## src/rtl/seg7_pkg.sv

```systemverilog
// Shared types and the hex font for the multiplexed 7-segment driver.
// Segment vectors are active-low {a,b,c,d,e,f,g}.
package seg7_pkg;

   typedef logic [6:0] seg7_t;

   localparam seg7_t SEG_BLANK = 7'b1111111;

   function automatic seg7_t hex_to_seg7(input logic [3:0] nib);
      seg7_t s;
      case (nib)
         4'h0:    s = 7'b0000001;
         4'h1:    s = 7'b1001111;
         4'h2:    s = 7'b0010010;
         4'h3:    s = 7'b0000110;
         4'h4:    s = 7'b1001100;
         4'h5:    s = 7'b0100100;
         4'h6:    s = 7'b0100000;
         4'h7:    s = 7'b0001111;
         4'h8:    s = 7'b0000000;
         4'h9:    s = 7'b0000100;
         4'hA:    s = 7'b0001000;
         4'hB:    s = 7'b1100000;
         4'hC:    s = 7'b0110001;
         4'hD:    s = 7'b1000010;
         4'hE:    s = 7'b0110000;
         default: s = 7'b0111000;
      endcase
      return s;
   endfunction

endpackage

```

## src/rtl/seg7_mux_driver_hex_decode.sv

```systemverilog
// Combinational nibble to active-low segment pattern.
// Thin wrapper so the font lives in exactly one place (the package).
module seg7_hex_decode
   import seg7_pkg::*;
(
   input  logic [3:0] nib,
   output seg7_t      seg
);

   assign seg = hex_to_seg7(nib);

endmodule

```

## src/rtl/seg7_mux_driver.sv

```systemverilog
// Time-multiplexed N-digit hex 7-segment driver for a common-anode display.
// Data is captured into shadows on load; each digit slot opens with one blank gap cycle.
module seg7_mux_driver
   import seg7_pkg::*;
#(
   parameter int DIGITS      = 4,
   parameter int REFRESH_DIV = 100000,
   parameter bit LZ_SUPPRESS = 1'b0
) (
   input  logic                  clk,
   input  logic                  rst_n,
   input  logic [4*DIGITS-1:0]   value,
   input  logic [DIGITS-1:0]     dp_in,
   input  logic [DIGITS-1:0]     digit_en,
   input  logic                  load,
   output logic [DIGITS-1:0]     an,
   output seg7_t                 seg,
   output logic                  dp
);

   localparam int SW = (REFRESH_DIV > 1) ? $clog2(REFRESH_DIV) : 1;
   localparam int IW = (DIGITS > 1) ? $clog2(DIGITS) : 1;
   localparam logic [SW-1:0] SLOT_LAST = SW'(REFRESH_DIV - 1);
   localparam logic [IW-1:0] IDX_LAST  = IW'(DIGITS - 1);

   logic [DIGITS-1:0][3:0] nib_sh;
   logic [DIGITS-1:0]      dp_sh;
   logic [DIGITS-1:0]      en_sh;
   logic [SW-1:0]          slot_cnt;
   logic [IW-1:0]          idx;

   logic [DIGITS:0]        zero_run;
   logic [DIGITS-1:0]      lz_blank;
   logic                   dark;
   logic [3:0]             nib_cur;
   seg7_t                  seg_cur;

   always_ff @(posedge clk or negedge rst_n) begin
      if (!rst_n) begin
         nib_sh <= '0;
         dp_sh  <= '0;
         en_sh  <= '0;
      end else if (load) begin
         nib_sh <= value;
         dp_sh  <= dp_in;
         en_sh  <= digit_en;
      end
   end

   always_ff @(posedge clk or negedge rst_n) begin
      if (!rst_n) begin
         slot_cnt <= '0;
         idx      <= '0;
      end else if (slot_cnt == SLOT_LAST) begin
         slot_cnt <= '0;
         idx      <= (idx == IDX_LAST) ? '0 : idx + 1'b1;
      end else begin
         slot_cnt <= slot_cnt + 1'b1;
      end
   end

   // zero_run[i]: every nibble from the top down to i is zero and no dp is requested there
   always_comb begin
      zero_run         = '0;
      lz_blank         = '0;
      zero_run[DIGITS] = 1'b1;
      for (int i = DIGITS - 1; i >= 0; i--) begin
         zero_run[i] = zero_run[i+1] & (nib_sh[i] == 4'h0) & ~dp_sh[i];
         lz_blank[i] = LZ_SUPPRESS && (i != 0) && zero_run[i];
      end
   end

   assign nib_cur = nib_sh[idx];
   assign dark    = (slot_cnt == '0) | ~en_sh[idx] | lz_blank[idx];

   seg7_hex_decode u_hex_decode (
      .nib (nib_cur),
      .seg (seg_cur)
   );

   always_ff @(posedge clk or negedge rst_n) begin
      if (!rst_n) begin
         an  <= '1;
         seg <= SEG_BLANK;
         dp  <= 1'b1;
      end else if (dark) begin
         an  <= '1;
         seg <= SEG_BLANK;
         dp  <= 1'b1;
      end else begin
         an  <= ~(DIGITS'(1) << idx);
         seg <= seg_cur;
         dp  <= ~dp_sh[idx];
      end
   end

endmodule

```

## config.mk

```make
export PLATFORM = sky130hd
export DESIGN_NAME = seg7_mux_driver
export DESIGN_NICKNAME = d
export VERILOG_FILES = /design/src/rtl/seg7_pkg.sv /design/src/rtl/seg7_mux_driver_hex_decode.sv /design/src/rtl/seg7_mux_driver.sv
export SDC_FILE = /design/constraint.sdc
export NUM_CORES = 1
export LEC_CHECK = 0
export BUFFER_PORTS_ARGS = -buffer_cell sky130_fd_sc_hd__clkbuf_2
export CORE_MARGIN = 2
export CORE_UTILIZATION = 55
export CTS_CLUSTER_SIZE = 16
export DETAILED_ROUTE_END_ITERATION = 12
export PLACE_DENSITY = 0.85
export SYNTH_ARGS = -nofsm -noshare
export SYNTH_HDL_FRONTEND = slang
export SYNTH_SLANG_ARGS = --single-unit
```

## constraint.sdc

```tcl
create_clock -name clk -period 2.8 [get_ports clk]
set_input_delay 0.42 -clock clk [delete_from_list [all_inputs] [get_ports clk]]
set_output_delay 0.42 -clock clk [all_outputs]
set_load 0.01 [all_outputs]
```

==> impl_metrics.csv <==
group,metric,value,unit
yosys,synth-seq-cells,55,
layout,synthToLayoutAreaGrowth,12.1,%
route,routedWlPerCell,15.2,um
yosys,ys_seq_area_share,51.0,%
grt,overflow,0,
grt,grt_max_degree,27,
layout,antenna_cells,0,
setup_path,r2r_end,"seg[6]$_DFF_PN1_",
timing,min_period,2.22,ns
hold_path,hp-class,"in2async",
setup_path,critical_path_arrival,2.44,ns
clocking,clk_pin_slew,0.10,ns
route,vias_per_cell,5.54,
power_and_ir_drop,p_seq_share,58.2,%
power_and_ir_drop,clkPwrFrac,27.7,%
timing,hold_viol_final,0,
die,core_area,0.00475,mm2
timing,fmax,0.451,GHz
clocking,post-cts-setup-buffers,0,
clocking,h-tree-depth,2,
timing,worstMarginPinSlew,0.611,ns
layout,most-common-layout-cells,"dfrtp_1 (43), clkbuf_2 (38), mux2_2 (22)",
die,start_util,57.3,%
die,dieArea,0.00554,mm2
power_and_ir_drop,switching_share,25.3,%
layout,mostFrequentLayoutCell,"dfrtp_1",
die,die_h,74.4,um
timing,period_share,79.3,%
clocking,cts_resized,0,
timing,skew,0.0122,ns
die,die_w,74.4,um
yosys,syn_inst,212,
clocking,cts-root-buf,"clkbuf_8",
yosys,synth_edf_count,0,
yosys,synth.top_cell.area_share,39.5,%
power_and_ir_drop,p_leak,1.37,nW
place,dp_slack,0.612,ns
layout,drive_above_1_share,37.3,%
clocking,cts.sinks,55,
timing,setup_slack,0.581,ns
yosys,synthTopCellsByArea,"dfrtp_1 (39%), dfstp_2 (12%), mux2_2 (9.1%)",
setup_path,cp-start-kind,"register",
grt,grt_first_pass_wirelength,8.14,mm
layout,final_util,64.3,%
place,dp.final_hpwl,3.61,mm
yosys,syn_nets,251,
clocking,insertion_delay,0.31,ns
die,num_rows,25,
route,drc_errors,0,
yosys,yosysTopAreaCell,"dfrtp_1",
yosys,synthesis.area,0.00273,mm2
timing,rsz0062_at_grt,"no",
yosys,ys.flop_type,"dfrtp_1",
power_and_ir_drop,ir_drop,392,uV
clocking,clock_path_buffers,2,
clocking,cts_tree,"done",
power_and_ir_drop,p_comb_share,14.2,%
route,vias,1766,
place,dp.cells,311,
setup_path,ff2ff_path_depth,5,
place,io_buffers,38,
route,drtIter0Drc,120,
power_and_ir_drop,internal-power,1.15,mW
setup_path,r2r_start,"idx[0]$_DFFE_PN0N_",
power_and_ir_drop,power_switching,0.388,mW
layout,fin_area,0.00306,mm2
route,routed_wl,4.86,mm
die,ios,39,
flow_run,maxCapViolCount,0,
grt,grtUsageTotal,19.8,%
layout,nets,290,
run_status,status,"completed",
clocking,hold_buffers,0,
setup_path,cp_max_fo,8,
place,gp_congestion,0.893,
power_and_ir_drop,p_per_area,502,mW/mm2
timing,report.final.setup_viol,0,
place,placed_cell_area,0.00297,mm2
setup_path,endpoint_kind,"register",
grt,first_global_vias,1652,
route,antenna_left,0,
setup_path,reg2reg_slack,0.58,ns
route,drt-pass1-iter-count,4,
setup_path,worstPathRequired,3.02,ns
layout,fin_cells,319,
timing,slew_viol_final,0,
yosys,synthArstFlopShare,100,%
grt,antenna_found_initial,0,
setup_path,crit_type,"reg2reg",
yosys,synth.avg_cell_area,12.9,um2
timing,relSlewSlack,59.3,%
yosys,synth.distinct_cells,40,
clocking,numCtsBuffers,5,
timing,tns,0,ns
yosys,synth_warnings,0,
-- area by class of cell --
type,count,area [um2]
Clock buffer,6,72.6
Clock inverter,2,12.5
Fill cell,373,1700
Inverter,7,26.3
Multi-Input combinational cell,140,1250
Sequential cell,55,1390
Tap cell,67,83.8
Timing Repair Buffer,42,220
-- Yosys cell counts (all sizes together) (5+ instances only) --
cell and instances:
buf 6, dfrtp 43, dfstp 12, ha 12, inv 7, mux2 31, mux4 6, nand2 12
nand3 6, nand4 6, nor2 10, xnor2 5, xor2 12
-- how the worst max path moves through the flow --
stage / from / end / slack [ns] / depth (start not counted)
global placement: idx[0]$_DFFE_PN0N_ / seg[6]$_DFF_PN1_ / 0.69 / 5
global route: idx[0]$_DFFE_PN0N_ / seg[6]$_DFF_PN1_ / 0.47 / 5
floorplan: idx[0]$_DFFE_PN0N_ / seg[6]$_DFF_PN1_ / 0.73 / 6
CTS: idx[0]$_DFFE_PN0N_ / seg[6]$_DFF_PN1_ / 0.60 / 5
finish: idx[0]$_DFFE_PN0N_ / seg[6]$_DFF_PN1_ / 0.58 / 5
detailed placement: idx[0]$_DFFE_PN0N_ / seg[6]$_DFF_PN1_ / 0.61 / 5
-- critical path, cell delays in order (launching register included) --
cell and delay [ns]:
dfrtp_1 0.57, mux4_2 0.63, ha_1 0.28, or3b_1 0.40, a21oi_1 0.16, o31ai_1 0.09
-- through the flow --
step / hold slack, ns / power (mW)
2_1_floorplan: 0.124 / 1.04
3_3_place_gp: 0.462 / 1.11
3_5_place_dp: 0.461 / 1.12
4_1_cts: 0.123 / 1.55
5_1_grt: 0.148 / 1.61
6_report: 0.101 / 1.53
-- cell families (layout without fill, tap and decap cells) --
logic type | after synthesis | count (layout) | synth area share [%]
flip-flops | 55 | 55 | 51.0
XOR/XNOR | 17 | 17 | 5.46
adder cells (fa/ha/maj) | 12 | 12 | 5.51
buffers and inverters | 17 | 57 | 3.17
AO/OA/AOI/OAI | 16 | 16 | 4.04
AND/OR/NAND/NOR | 54 | 54 | 11.0
multiplexers | 41 | 41 | 19.8
-- power groups by stage --
stage                     Combinational (mW)  Clock, mW  Sequential, mW
after floorplan                        0.135          0           0.907
after global placement                 0.209          0           0.905
after detailed placement               0.217          0           0.907
after CTS                              0.219      0.438           0.892
after global routing                   0.240      0.473           0.898
final                                  0.217      0.424           0.891
-- sequential cells by signal (all words and copies together) (netlist names) --
register  cells
slot_cnt     17
nib_sh       16
seg           7
an            4
dp_sh         4
en_sh         4
idx           2
dp            1
-- routing by layer --
layer,vias up,part of all wire (%),track usage (%)
met4,0,0.91,5.95
met3,5,5.1,5.83
met5,-,0,0
met1,870,48,28.8
li1,839,-,-
met2,52,46,29.0
Note: power is estimated with default switching activity, not from simulation.
